<file path="src/rtl/vortex_launch_pkg.sv">
// Shared types and default constants for the Vortex launch controller.
//   launch_state_e : 3-bit FSM state encoding, also driven out on the debug
//                    'state' port of vortex_launch_ctrl.
//   err_code_e     : 2-bit failure cause reported on 'err_code'.
//   DEF_*          : default values for the controller parameters.
package vortex_launch_pkg;

  typedef enum logic [2:0] {
    S_IDLE      = 3'd0,
    S_RST_HOLD  = 3'd1,
    S_WAIT_BUSY = 3'd2,
    S_RUN       = 3'd3,
    S_DONE      = 3'd4,
    S_ERR       = 3'd5
  } launch_state_e;

  typedef enum logic [1:0] {
    ERR_NONE          = 2'd0,
    ERR_START_TIMEOUT = 2'd1,
    ERR_ABORT         = 2'd2,
    ERR_WATCHDOG      = 2'd3
  } err_code_e;

  localparam int unsigned DEF_RESET_CYCLES  = 8;
  localparam int unsigned DEF_START_TIMEOUT = 1024;
  localparam logic [31:0] DEF_WDT_CYCLES    = 32'hFFFF_FFFE;

endpackage

</file>
<file path="src/rtl/vortex_launch_cnt.sv">
// Loadable saturating up-counter with a terminal-count flag. One instance
// each serves as the reset-hold, start-wait and run-cycle counter.
// Ports:
//   clk, reset : clock, synchronous active-high reset (clears the count)
//   load       : load load_val this cycle (wins over inc)
//   load_val   : value to load
//   inc        : increment by one; the count sticks at all-ones
//   limit      : terminal-count compare value
//   count      : current count
//   tc         : high while count == limit
module vortex_launch_cnt #(
  parameter int unsigned W = 32
) (
  input  logic         clk,
  input  logic         reset,
  input  logic         load,
  input  logic [W-1:0] load_val,
  input  logic         inc,
  input  logic [W-1:0] limit,
  output logic [W-1:0] count,
  output logic         tc
);

  logic [W-1:0] count_q, count_d;

  always_comb begin
    count_d = count_q;
    if (load) begin
      count_d = load_val;
    end else if (inc && (count_q != '1)) begin
      count_d = count_q + W'(1);
    end
  end

  always_ff @(posedge clk) begin
    if (reset) begin
      count_q <= '0;
    end else begin
      count_q <= count_d;
    end
  end

  assign count = count_q;
  assign tc    = (count_q == limit);

endmodule

</file>
<file path="src/rtl/vortex_launch_ctrl.sv">
// Vortex launch controller: holds the core in reset for RESET_CYCLES after a
// launch request, waits (bounded by START_TIMEOUT) for the core to report
// busy, then counts run cycles until busy falls. Completion or failure is
// reported through sticky done/err/err_code and a one-cycle irq pulse.
// Optional build macro: VORTEX_LAUNCH_WATCHDOG_EN adds a run watchdog that
// fails the launch with err_code=3 when run_cycles reaches WDT_CYCLES.
// Ports:
//   clk, reset  : clock, synchronous active-high reset
//   start_req   : one-cycle launch pulse (accepted only in IDLE, abort low)
//   abort       : level; terminates an active launch with err_code=2
//   vx_busy     : core busy status
//   vx_reset    : core reset, high except in WAIT_BUSY and RUN
//   done, err   : sticky status of the last launch
//   err_code    : failure cause (0 none, 1 start timeout, 2 abort, 3 watchdog)
//   irq         : one-cycle pulse on the DONE or ERR cycle
//   run_cycles  : cycles spent in RUN for the current or last launch
//   state       : FSM state encoding for debug readback
// Handshake: start_req is a single-cycle request with no acknowledge; a
// request that arrives outside IDLE (or together with abort) is dropped.
module vortex_launch_ctrl
  import vortex_launch_pkg::*;
#(
  parameter int unsigned RESET_CYCLES  = DEF_RESET_CYCLES,
  parameter int unsigned START_TIMEOUT = DEF_START_TIMEOUT,
  parameter logic [31:0] WDT_CYCLES    = DEF_WDT_CYCLES
) (
  input  logic        clk,
  input  logic        reset,
  input  logic        start_req,
  input  logic        abort,
  input  logic        vx_busy,
  output logic        vx_reset,
  output logic        done,
  output logic        err,
  output logic [1:0]  err_code,
  output logic        irq,
  output logic [31:0] run_cycles,
  output logic [2:0]  state
);

  // Terminal counts sit one below the cycle budgets: the counter holds k-1
  // during the k-th cycle of a state, so tc marks that state's last cycle.
  localparam logic [7:0]  HOLD_LIMIT = 8'(RESET_CYCLES - 1);
  localparam logic [31:0] WAIT_LIMIT = 32'(START_TIMEOUT - 1);
`ifdef VORTEX_LAUNCH_WATCHDOG_EN
  localparam logic [31:0] RUN_LIMIT  = WDT_CYCLES - 32'd1;
`else
  // Without the watchdog, run tc only marks saturation.
  localparam logic [31:0] RUN_LIMIT  = '1;
`endif

  launch_state_e state_q, state_d;
  err_code_e     err_code_q, err_code_d;
  logic          done_q, done_d;
  logic          err_q, err_d;
  logic          irq_q, irq_d;

  logic        hold_load, hold_inc, hold_tc;
  logic        wait_load, wait_inc, wait_tc;
  logic        run_load, run_inc, run_tc;
  logic [7:0]  hold_cnt;
  logic [31:0] wait_cnt;
  logic [31:0] run_cnt;

  vortex_launch_cnt #(.W(8)) u_hold_cnt (
    .clk(clk), .reset(reset), .load(hold_load), .load_val(8'd0),
    .inc(hold_inc), .limit(HOLD_LIMIT), .count(hold_cnt), .tc(hold_tc)
  );

  vortex_launch_cnt #(.W(32)) u_wait_cnt (
    .clk(clk), .reset(reset), .load(wait_load), .load_val(32'd0),
    .inc(wait_inc), .limit(WAIT_LIMIT), .count(wait_cnt), .tc(wait_tc)
  );

  vortex_launch_cnt #(.W(32)) u_run_cnt (
    .clk(clk), .reset(reset), .load(run_load), .load_val(32'd0),
    .inc(run_inc), .limit(RUN_LIMIT), .count(run_cnt), .tc(run_tc)
  );

  always_comb begin
    state_d    = state_q;
    done_d     = done_q;
    err_d      = err_q;
    err_code_d = err_code_q;
    irq_d      = 1'b0;
    hold_load  = 1'b0;
    hold_inc   = 1'b0;
    wait_load  = 1'b0;
    wait_inc   = 1'b0;
    run_load   = 1'b0;
    run_inc    = 1'b0;

    case (state_q)
      S_IDLE: begin
        hold_load = 1'b1;
        wait_load = 1'b1;
        // Status stays readable in IDLE until a launch is actually accepted.
        if (start_req && !abort) begin
          state_d    = S_RST_HOLD;
          run_load   = 1'b1;
          done_d     = 1'b0;
          err_d      = 1'b0;
          err_code_d = ERR_NONE;
        end
      end
      S_RST_HOLD: begin
        hold_inc = 1'b1;
        if (abort) begin
          state_d    = S_ERR;
          err_code_d = ERR_ABORT;
        end else if (hold_tc) begin
          state_d = S_WAIT_BUSY;
        end
      end
      S_WAIT_BUSY: begin
        wait_inc = !vx_busy;
        if (abort) begin
          state_d    = S_ERR;
          err_code_d = ERR_ABORT;
        end else if (vx_busy) begin
          state_d = S_RUN;
        end else if (wait_tc) begin
          state_d    = S_ERR;
          err_code_d = ERR_START_TIMEOUT;
        end
      end
      S_RUN: begin
`ifdef VORTEX_LAUNCH_WATCHDOG_EN
        run_inc = 1'b1;
`else
        run_inc = !run_tc;
`endif
        if (abort) begin
          state_d    = S_ERR;
          err_code_d = ERR_ABORT;
        end
`ifdef VORTEX_LAUNCH_WATCHDOG_EN
        else if (run_tc) begin
          state_d    = S_ERR;
          err_code_d = ERR_WATCHDOG;
        end
`endif
        else if (!vx_busy) begin
          state_d = S_DONE;
        end
      end
      S_DONE:  state_d = S_IDLE;
      S_ERR:   state_d = S_IDLE;
      default: state_d = S_IDLE;
    endcase

    // DONE/ERR always return to IDLE, so these fire only on entry.
    if (state_d == S_DONE) begin
      done_d = 1'b1;
      irq_d  = 1'b1;
    end
    if (state_d == S_ERR) begin
      err_d = 1'b1;
      irq_d = 1'b1;
    end
  end

  always_ff @(posedge clk) begin
    if (reset) begin
      state_q    <= S_IDLE;
      done_q     <= 1'b0;
      err_q      <= 1'b0;
      err_code_q <= ERR_NONE;
      irq_q      <= 1'b0;
    end else begin
      state_q    <= state_d;
      done_q     <= done_d;
      err_q      <= err_d;
      err_code_q <= err_code_d;
      irq_q      <= irq_d;
    end
  end

  assign vx_reset   = !((state_q == S_WAIT_BUSY) || (state_q == S_RUN));
  assign done       = done_q;
  assign err        = err_q;
  assign err_code   = err_code_q;
  assign irq        = irq_q;
  assign run_cycles = run_cnt;
  assign state      = state_q;

endmodule

</file>
<file path="config.mk">
export PLATFORM = sky130hd
export DESIGN_NAME = vortex_launch_ctrl
export DESIGN_NICKNAME = d
export VERILOG_FILES = /design/src/rtl/vortex_launch_pkg.sv /design/src/rtl/vortex_launch_cnt.sv /design/src/rtl/vortex_launch_ctrl.sv
export SDC_FILE = /design/constraint.sdc
export NUM_CORES = 1
export LEC_CHECK = 0
export ABC_AREA = 1
export BUFFER_PORTS_ARGS = -buffer_cell sky130_fd_sc_hd__buf_2
export CORE_MARGIN = 4
export CORE_UTILIZATION = 49
export DETAILED_ROUTE_END_ITERATION = 12
export PLACE_DENSITY = 0.68
export REMOVE_ABC_BUFFERS = 1
export SLEW_MARGIN = 0
export SYNTH_ARGS = -nofsm -noshare
export SYNTH_HDL_FRONTEND = slang
export SYNTH_SLANG_ARGS = --single-unit
</file>
<file path="constraint.sdc">
create_clock -name clk -period 2.34 [get_ports clk]
set_clock_uncertainty 0.1 [all_clocks]
set_input_delay 0.468 -clock clk [delete_from_list [all_inputs] [get_ports clk]]
set_output_delay 0.468 -clock clk [all_outputs]
set_load 0.005 [all_outputs]
</file>
Yosys cells after proc, flatten, opt, wreduce, memory -nomap -nowiden
Index checks and enable logic that the tools add are counted.
Operators by class
  reduce and logical (&&, ||, !) cells: 21
  eq/ne operators: 15
  multiplexer cells: 27
  add/sub/neg operators: 3
Operator list (number)
  $add 32x1->32 const B: 2
  $ne 32x32->1 const B: 2
  $eq 32x10->1 const B: 1
  $eq 32x32->1 const B: 1
  $mux 3: 8
  $mux 1: 12
  $pmux 3 s4: 1
  $mux 2: 5
  $add 8x1->8 const B: 1
  $eq 8x3->1 const B: 1
  $ne 8x8->1 const B: 1
  $reduce_bool 2->1: 4
  $eq 3x2->1 const B: 2
  $eq 3x3->1 const B: 2
  $pmux 2 s3: 1
  $reduce_or 2->1: 3
  $reduce_and 5->1: 1
  $logic_and 1x1->1: 4
  $logic_not 1->1: 4
  $reduce_and 2->1: 2
  $eq 3x1->1 const B: 1
  $logic_not 3->1: 1
  $ne 3x2->1 const B: 1
  $ne 3x3->1 const B: 1
  4 further kinds: 4
Storage, ports and cells
  register bits: 80
  logic and storage cells: 74

Longest topological paths before layout
Gate-level depths: netlist of the first run.
  depth in word-level cells: 8
  depth in mapped cells: 12
  depth with buffers taken out: 12

Modules after synthesis
A second synthesis of the first run with hierarchy kept.
Unflattened totals
  cell total of the unflattened synthesis: 1128
  area total of the unflattened synthesis: 6706.4 um^2
Modules (own cells, without submodules)
  vortex_launch_cnt at u_run_cnt ...: times used 2, cells an instance 477, seq. area each 640.6 um^2, area an instance 2813.9 um^2
  vortex_launch_cnt at u_hold_cnt: times used 1, cells an instance 102, seq. area each 160.2 um^2, area an instance 636.9 um^2
  vortex_launch_ctrl: times used 1, cells an instance 72, seq. area each 160.2 um^2, area an instance 441.7 um^2

Worst setup path before layout of the first run
Ideal clock, no wire load.
  kind: register -> register
  from: reg u_run_cnt.count_q[0], in the netlist u_run_cnt.count[0]
  to: reg u_run_cnt.count_q[29], in the netlist u_run_cnt.count[29]
  library setup time: 0.134 ns
  cell stages (with the launch flop): 12
  data arrival time: 1.541 ns
  setup slack: 0.565 ns
  cell sequence: dfxtp_1 > ha_1 > inv_2 > nor2_4 > nand2_2 > nor2_4 > nand2_1 > nand2_2 > inv_2 > buf_2 > nand2_1 > a21oi_1
Between the ends
  word-level cells in the longest chain between the ends: 4
RTL lines
  from (decl): line vortex_launch_cnt.sv:24  | logic [W-1:0] count_q, count_d;
  from (signal assigned): line vortex_launch_cnt.sv:39  | count_q <= count_d;
  parallel branches: the longest is 4 deep, another holds $add 32x1->32
Several ways; the timed one is not identified.
A chain may end at the register's enable or synchronous reset.

Worst setup path after layout of the first run
  from: reg u_run_cnt.count_q[1], in the netlist u_run_cnt.count[1]
  to: reg u_run_cnt.count_q[20], in the netlist u_run_cnt.count[20]
Same word-level chain as after synthesis.

==> results of run 1 <==
-- worst max-delay path: cells and delay by family (launching register included) --
kind                       cells  cell delay, ns
adders and majority gates      1            0.24
buffers and inverters          2            0.32
DFF                            1            0.39
and+or+nand+nor                9            0.90
-- cell usage in the layout (no fill, tap or decap), types with 3 or more instances in the layout --
cell type  count
nand2_1      330
nor2_1       147
dfxtp_1       80
inv_1         70
a21oi_1       60
buf_2         45
nand3_1       30
xor2_1        16
o21ai_0       14
nor3_1        12
nand3b_1      11
clkbuf_8      11
buf_4         10
xnor2_1        8
nor2_2         7
nand2_2        7
o21ai_1        6
nand4_1        5
nor2_4         5
inv_2          3
ha_1           3
-- worst max path at each step --
stage                             startpoint             endpoint  slack, ns  cells after the start
after floorplan           u_run_cnt.count[0]  u_run_cnt.count[20]       0.15                     12
after global placement    u_run_cnt.count[1]  u_run_cnt.count[20]       0.38                     12
after detailed placement  u_run_cnt.count[1]  u_run_cnt.count[20]       0.29                     12
after CTS                 u_run_cnt.count[1]  u_run_cnt.count[20]       0.27                     12
after global routing      u_run_cnt.count[1]  u_run_cnt.count[20]       0.03                     12
final                     u_run_cnt.count[1]  u_run_cnt.count[20]       0.27                     12
-- sequential cells by signal, summed over array words and instances (netlist names) --
| register | count |
|---|---|
| u_run_cnt.count | 32 |
| u_wait_cnt.count | 32 |
| u_hold_cnt.count | 8 |
| state | 3 |
| err_code | 2 |
| done | 1 |
| err | 1 |
| irq | 1 |
-- power groups by stage --
| stage | clock, uW | combinational (uW) | sequential [uW] |
|---|---|---|---|
| finish | 976 | 100 | 1370 |
| global route | 1070 | 112 | 1380 |
| CTS | 994 | 99.8 | 1370 |
| detailed placement | 0 | 99.4 | 1410 |
| global placement | 0 | 97.1 | 1410 |
| floorplan | 0 | 55.3 | 1410 |
-- final cells by class --
| type | instances | area (sq um) | share of cell area (%) |
|---|---|---|---|
| tap | 133 | 166 | 3.00 |
| inverter | 74 | 280 | 5.05 |
| sequential | 80 | 1600 | 28.9 |
| clock buffer | 11 | 151 | 2.73 |
| timing repair buffer | 55 | 300 | 5.41 |
| clock inverter | 4 | 28.8 | 0.519 |
| multi-input combinational | 674 | 3020 | 54.4 |
-- routing by layer --
metal | GRT usage, % | part of all wire (%) | up-vias
met5 | 0 | 0 | -
met4 | 8.82 | 1.9 | 0
met3 | 3.91 | 5.5 | 26
met2 | 36.7 | 45 | 145
met1 | 30.2 | 47 | 2314
li1 | - | - | 2733
-- through the flow --
| step | area (sq um) | power, uW | worst slack (ns) | std cells |
|---|---|---|---|---|
| final | 5550 | 2450 | 0.268 | 1031 |
| after global routing | 5550 | 2550 | 0.0327 | 1031 |
| after CTS | 5550 | 2470 | 0.267 | 1031 |
| after detailed placement | 5370 | 1510 | 0.288 | 1016 |
| after global placement | 5370 | 1500 | 0.379 | 1016 |
| after floorplan | 4900 | 1460 | 0.150 | 828 |
-- logic make-up (layout without fill, tap and decap cells) --
family	count (synthesis)	after routing	share of synthesized area [%]
AO/OA/AOI/OAI	83	83	8.45
AND/OR/NAND/NOR	564	564	46.8
flip-flops	80	80	31.9
adder cells (fa/ha/maj)	3	3	0.748
XOR/XNOR	24	24	4.19
buffers and inverters	91	144	7.95
==> results.cfg, run 1 <==
[floorplan]
core_area_sq_um = 9860
start_util_pct = 50.9
fp.dieW_um = 109
ios = 46
placementRows = 36
chipHeight_um = 109
dieArea_sq_um = 11900

[grt]
grt_max_degree = 33
grt_first_pass_wirelength_mm = 21.5
grt_usage_pct = 22.7
antenna_found_initial = 0
grt_pass1_vias = 4608
grt_overflow = 0

[drt]
vias_per_cell = 5.06
first_pass_iters = 7
dr_total_vias = 5218
drc = 0
drt-total-wl_mm = 13.0
post_drt_wl_per_cell_um = 12.6
postRouteAntennaNets = 0
drtIter0Drc = 382

[logic_synthesis]
synth_edf_count = 0
synth_ff_type = dfxtp_1
synthArstFlopShare_pct = 0
netlist_instances = 845
yosysTopAreaCellShare_pct = 31.9
synthDistinctLibCells = 34
avgSynthCellArea_sq_um = 5.94
synth_top_cells_by_area = dfxtp_1 (32%), nand2_1 (25%), nor2_1 (11%)
synth_top_cell_by_area = dfxtp_1
netlist_top_cells_count = nand2_1 (330), nor2_1 (147), dfxtp_1 (80), inv_1 (70), a21oi_1 (60)
synth_most_common_cell = nand2_1
synth_area_sq_um = 5020
ys_seq_elements = 80
yosysSeqAreaShare_pct = 31.9
yosys_warnings = 0

[setup_path]
cp_slowest_cell = dfxtp_1
critPathMaxFanout = 32
cp_common_cell = nand2_1
required_ns = 2.50
path_class = reg2reg
cp-end-kind = flip-flop
cpPeakStageDelay_ns = 0.39
startpoint_type = flip-flop
crit_chain = ha_1 > inv_2 > nor2_4 > nand2_2 > nor2_4 > nand2_1 > nand2_2 > inv_2 > nand2_1 > nand2_1 > nand2_1 > nor2_2
r2r_cells = 12
critPathArrivalTime_ns = 2.23
timing.rr.start = u_run_cnt.count[1]
worstReg2RegEnd = u_run_cnt.count[20]
reg2reg_setup_slack_ns = 0.27

[worst_hold_path]
hold_path_class = in2reg
hold_depth = 2
min_to = state[0]
holdCritStartpoint = reset

[cts]
hold_buffers = 0
cts_root_buffer = clkbuf_8
numCtsBuffers = 9
clkTransAtPathRegs_ns = 0.09
cts_tree = done
clock_path_buffers = 2
clkSinkCount = 80
post-cts-setup-buffers = 0
insertion_delay_ns = 0.36
htree_levels = 3
ctsResizeCount = 0

[timing]
maxSlewViolCount = 0
final.min_clock_period_ns = 2.07
period_share_pct = 88.5
setup_viol = 0
hold_ws_ns = 0.251
worst_slew_pin_slew_ns = 0.567
relSlewSlack_pct = 62.2
fin_tns_setup_ns = 0
max_freq_mhz = 483
hold_viol_final = 0
rsz0062_at_grt = no

[power_and_ir_drop]
clock_power_share_pct = 39.8
switchingPower_uw = 613
seqPwrFrac_pct = 56.1
p_leak_uw = 0.00214
comb_power_share_pct = 4.1
ir_drop_v = 0.000481
power.density_nw_per_um2 = 442
p_sw_share_pct = 25.0
power.internal_uw = 1840

[placed_design]
port_buffers = 45
gp_congestion = 0.993
post-dp-hpwl_mm = 10.0

[final_layout]
fin_util_pct = 56.2
antenna_cells = 0
nets = 902
drive_gt1_share_pct = 10.9
fillers = 1017
syn_to_final_growth_pct = 10.5

[status]
status = finished clean

[run]
drv_cap = 0
No activity file was read; power rests on OpenSTA's default activity.
==> inputs of run 2 (changes only) <==
Settings changed: CORE_ASPECT_RATIO set to 0.5.
==> run 2 against run 1 <==
Core utilization grew 2.3 points. Fmax rose by 6.0%. Sequential power about the same. First-iteration DRC count is 30% lower. Critical endpoint is now u_wait_cnt.count[5]. Power increased by 20%. Combinational power is essentially flat. Sequential cell count did not move. Non-clock buffer count fell by 1. Critical path depth is 1 lower.
==> results.cfg, run 2 (same netlist as run 1, synthesis figures left out) <==
[cts]
insertion_delay_ns = 0.33
hold_buffers = 0
cts_root_buffer = clkbuf_16
clkTransAtPathRegs_ns = 0.06
cts_tree = done
ctsResizeCount = 0
htree_levels = 3
numCtsBuffers = 9
clkSinkCount = 80
post-cts-setup-buffers = 0
clock_path_buffers = 2

[worst_hold_path]
hold_path_class = in2reg

[timing]
setup_viol = 0
period_share_pct = 83.5
fin_ws_ns = 0.386
relSlewSlack_pct = 63.8
hold_viol_final = 0
rsz0062_at_grt = no
final.min_clock_period_ns = 1.95
hold_ws_ns = 0.265
max_freq_mhz = 512
worst_slew_pin_slew_ns = 0.542
fin_tns_setup_ns = 0
maxSlewViolCount = 0

[setup_path]
startpoint_type = flip-flop
cp_slowest_cell = dfxtp_1
required_ns = 2.46
cp-end-kind = flip-flop
cpPeakStageDelay_ns = 0.35
critPathMaxFanout = 20
critPathArrivalTime_ns = 2.08
crit_chain = ha_1 > nand3_1 > inv_2 > nand2_4 > nor2_4 > nand2_2 > nand2_4 > buf_4 > nor2_1 > o21ai_0 > nor2_1
path_class = reg2reg

[final_layout]
syn_to_final_growth_pct = 13.2
nets = 901
multi_input_area_sq_um = 3020
drive_gt1_share_pct = 10.9
layout_common_cells = nand2_1 (330), nor2_1 (147), dfxtp_1 (80), inv_1 (70), a21oi_1 (60)
fin_util_pct = 58.6
seq_area_sq_um = 1600
fillers = 1006
antenna_cells = 0
layout_commonest_cell = nand2_1

[drt]
dr_total_vias = 5166
first_pass_iters = 5
postRouteAntennaNets = 0
wl_met3_um = 640
route.met2.wl_mm = 5.88
drt-total-wl_mm = 12.7
drc = 0
top_layer = met4
wl_met1_mm = 5.97
post_drt_wl_per_cell_um = 12.3
vias_per_cell = 5.00
drtIter0Drc = 268

[grt]
grt_first_pass_wirelength_mm = 22.0
grt_max_degree = 33
grt_pass1_vias = 4817
grt_overflow = 0
antenna_found_initial = 0
grt_usage_pct = 22.6

[status]
status = finished clean

[run]
drv_cap = 0

[floorplan]
placementRows = 25
chipHeight_um = 79.6
dieArea_sq_um = 12000
ios = 46
fp.dieW_um = 151
start_util_pct = 51.8
core_area_sq_um = 9700

[placed_design]
port_buffers = 45
post-dp-hpwl_mm = 9.69
place_ws_ns = 0.379
gp_congestion = 0.951

[power_and_ir_drop]
power.density_nw_per_um2 = 518
ir_drop_v = 0.000312
p_leak_uw = 0.00220
run 2: report_power, final:
part | switching, uW | internal, uW
Clock | 555 | 914
Combinational | 67.3 | 29.9
Sequential | 5.33 | 1370
Total | 628 | 2310
run 2: worst paths after layout:
path / cells after the start / startpoint / slack [ns] / endpoint
max: 11 / u_wait_cnt.count[1] / 0.39 / u_wait_cnt.count[5]
min: 2 / reset / 0.27 / state[1]
max reg2reg: 11 / u_wait_cnt.count[1] / 0.39 / u_wait_cnt.count[5]
min reg2reg: 2 / done / 0.35 / done
run 2: through the flow:
step / std cells / power, uW / cell area (sq um)
final: 1033 / 2940 / 5680
after global routing: 1033 / 3060 / 5680
after CTS: 1033 / 2980 / 5680
after detailed placement: 1017 / 1500 / 5360
after global placement: 1017 / 1500 / 5360
after floorplan: 828 / 1460 / 4900
run 2: cell type report:
class / instances / share of cell area [%]
repair buffers: 54 / 5.15
clock buffers: 12 / 4.69
well taps: 135 / 2.97
flip-flops and latches: 80 / 28.2
clock inverters: 4 / 0.903
multi-input cells: 674 / 53.1
inverters: 74 / 4.93
run 2: metal layers:
metal / GRT usage, % / up-vias
met2: 39.3 / 119
met3: 4.82 / 19
met5: 0 / -
met1: 28.1 / 2306
li1: - / 2722
met4: 7.05 / 0
run 2: worst max-delay path: cells and delay by family (launching register included):
family,cells,cell delay [ns]
flops,1,0.35
simple gates,7,0.72
buf+inv,2,0.33
compound gates,1,0.14
fa+ha+maj,1,0.19
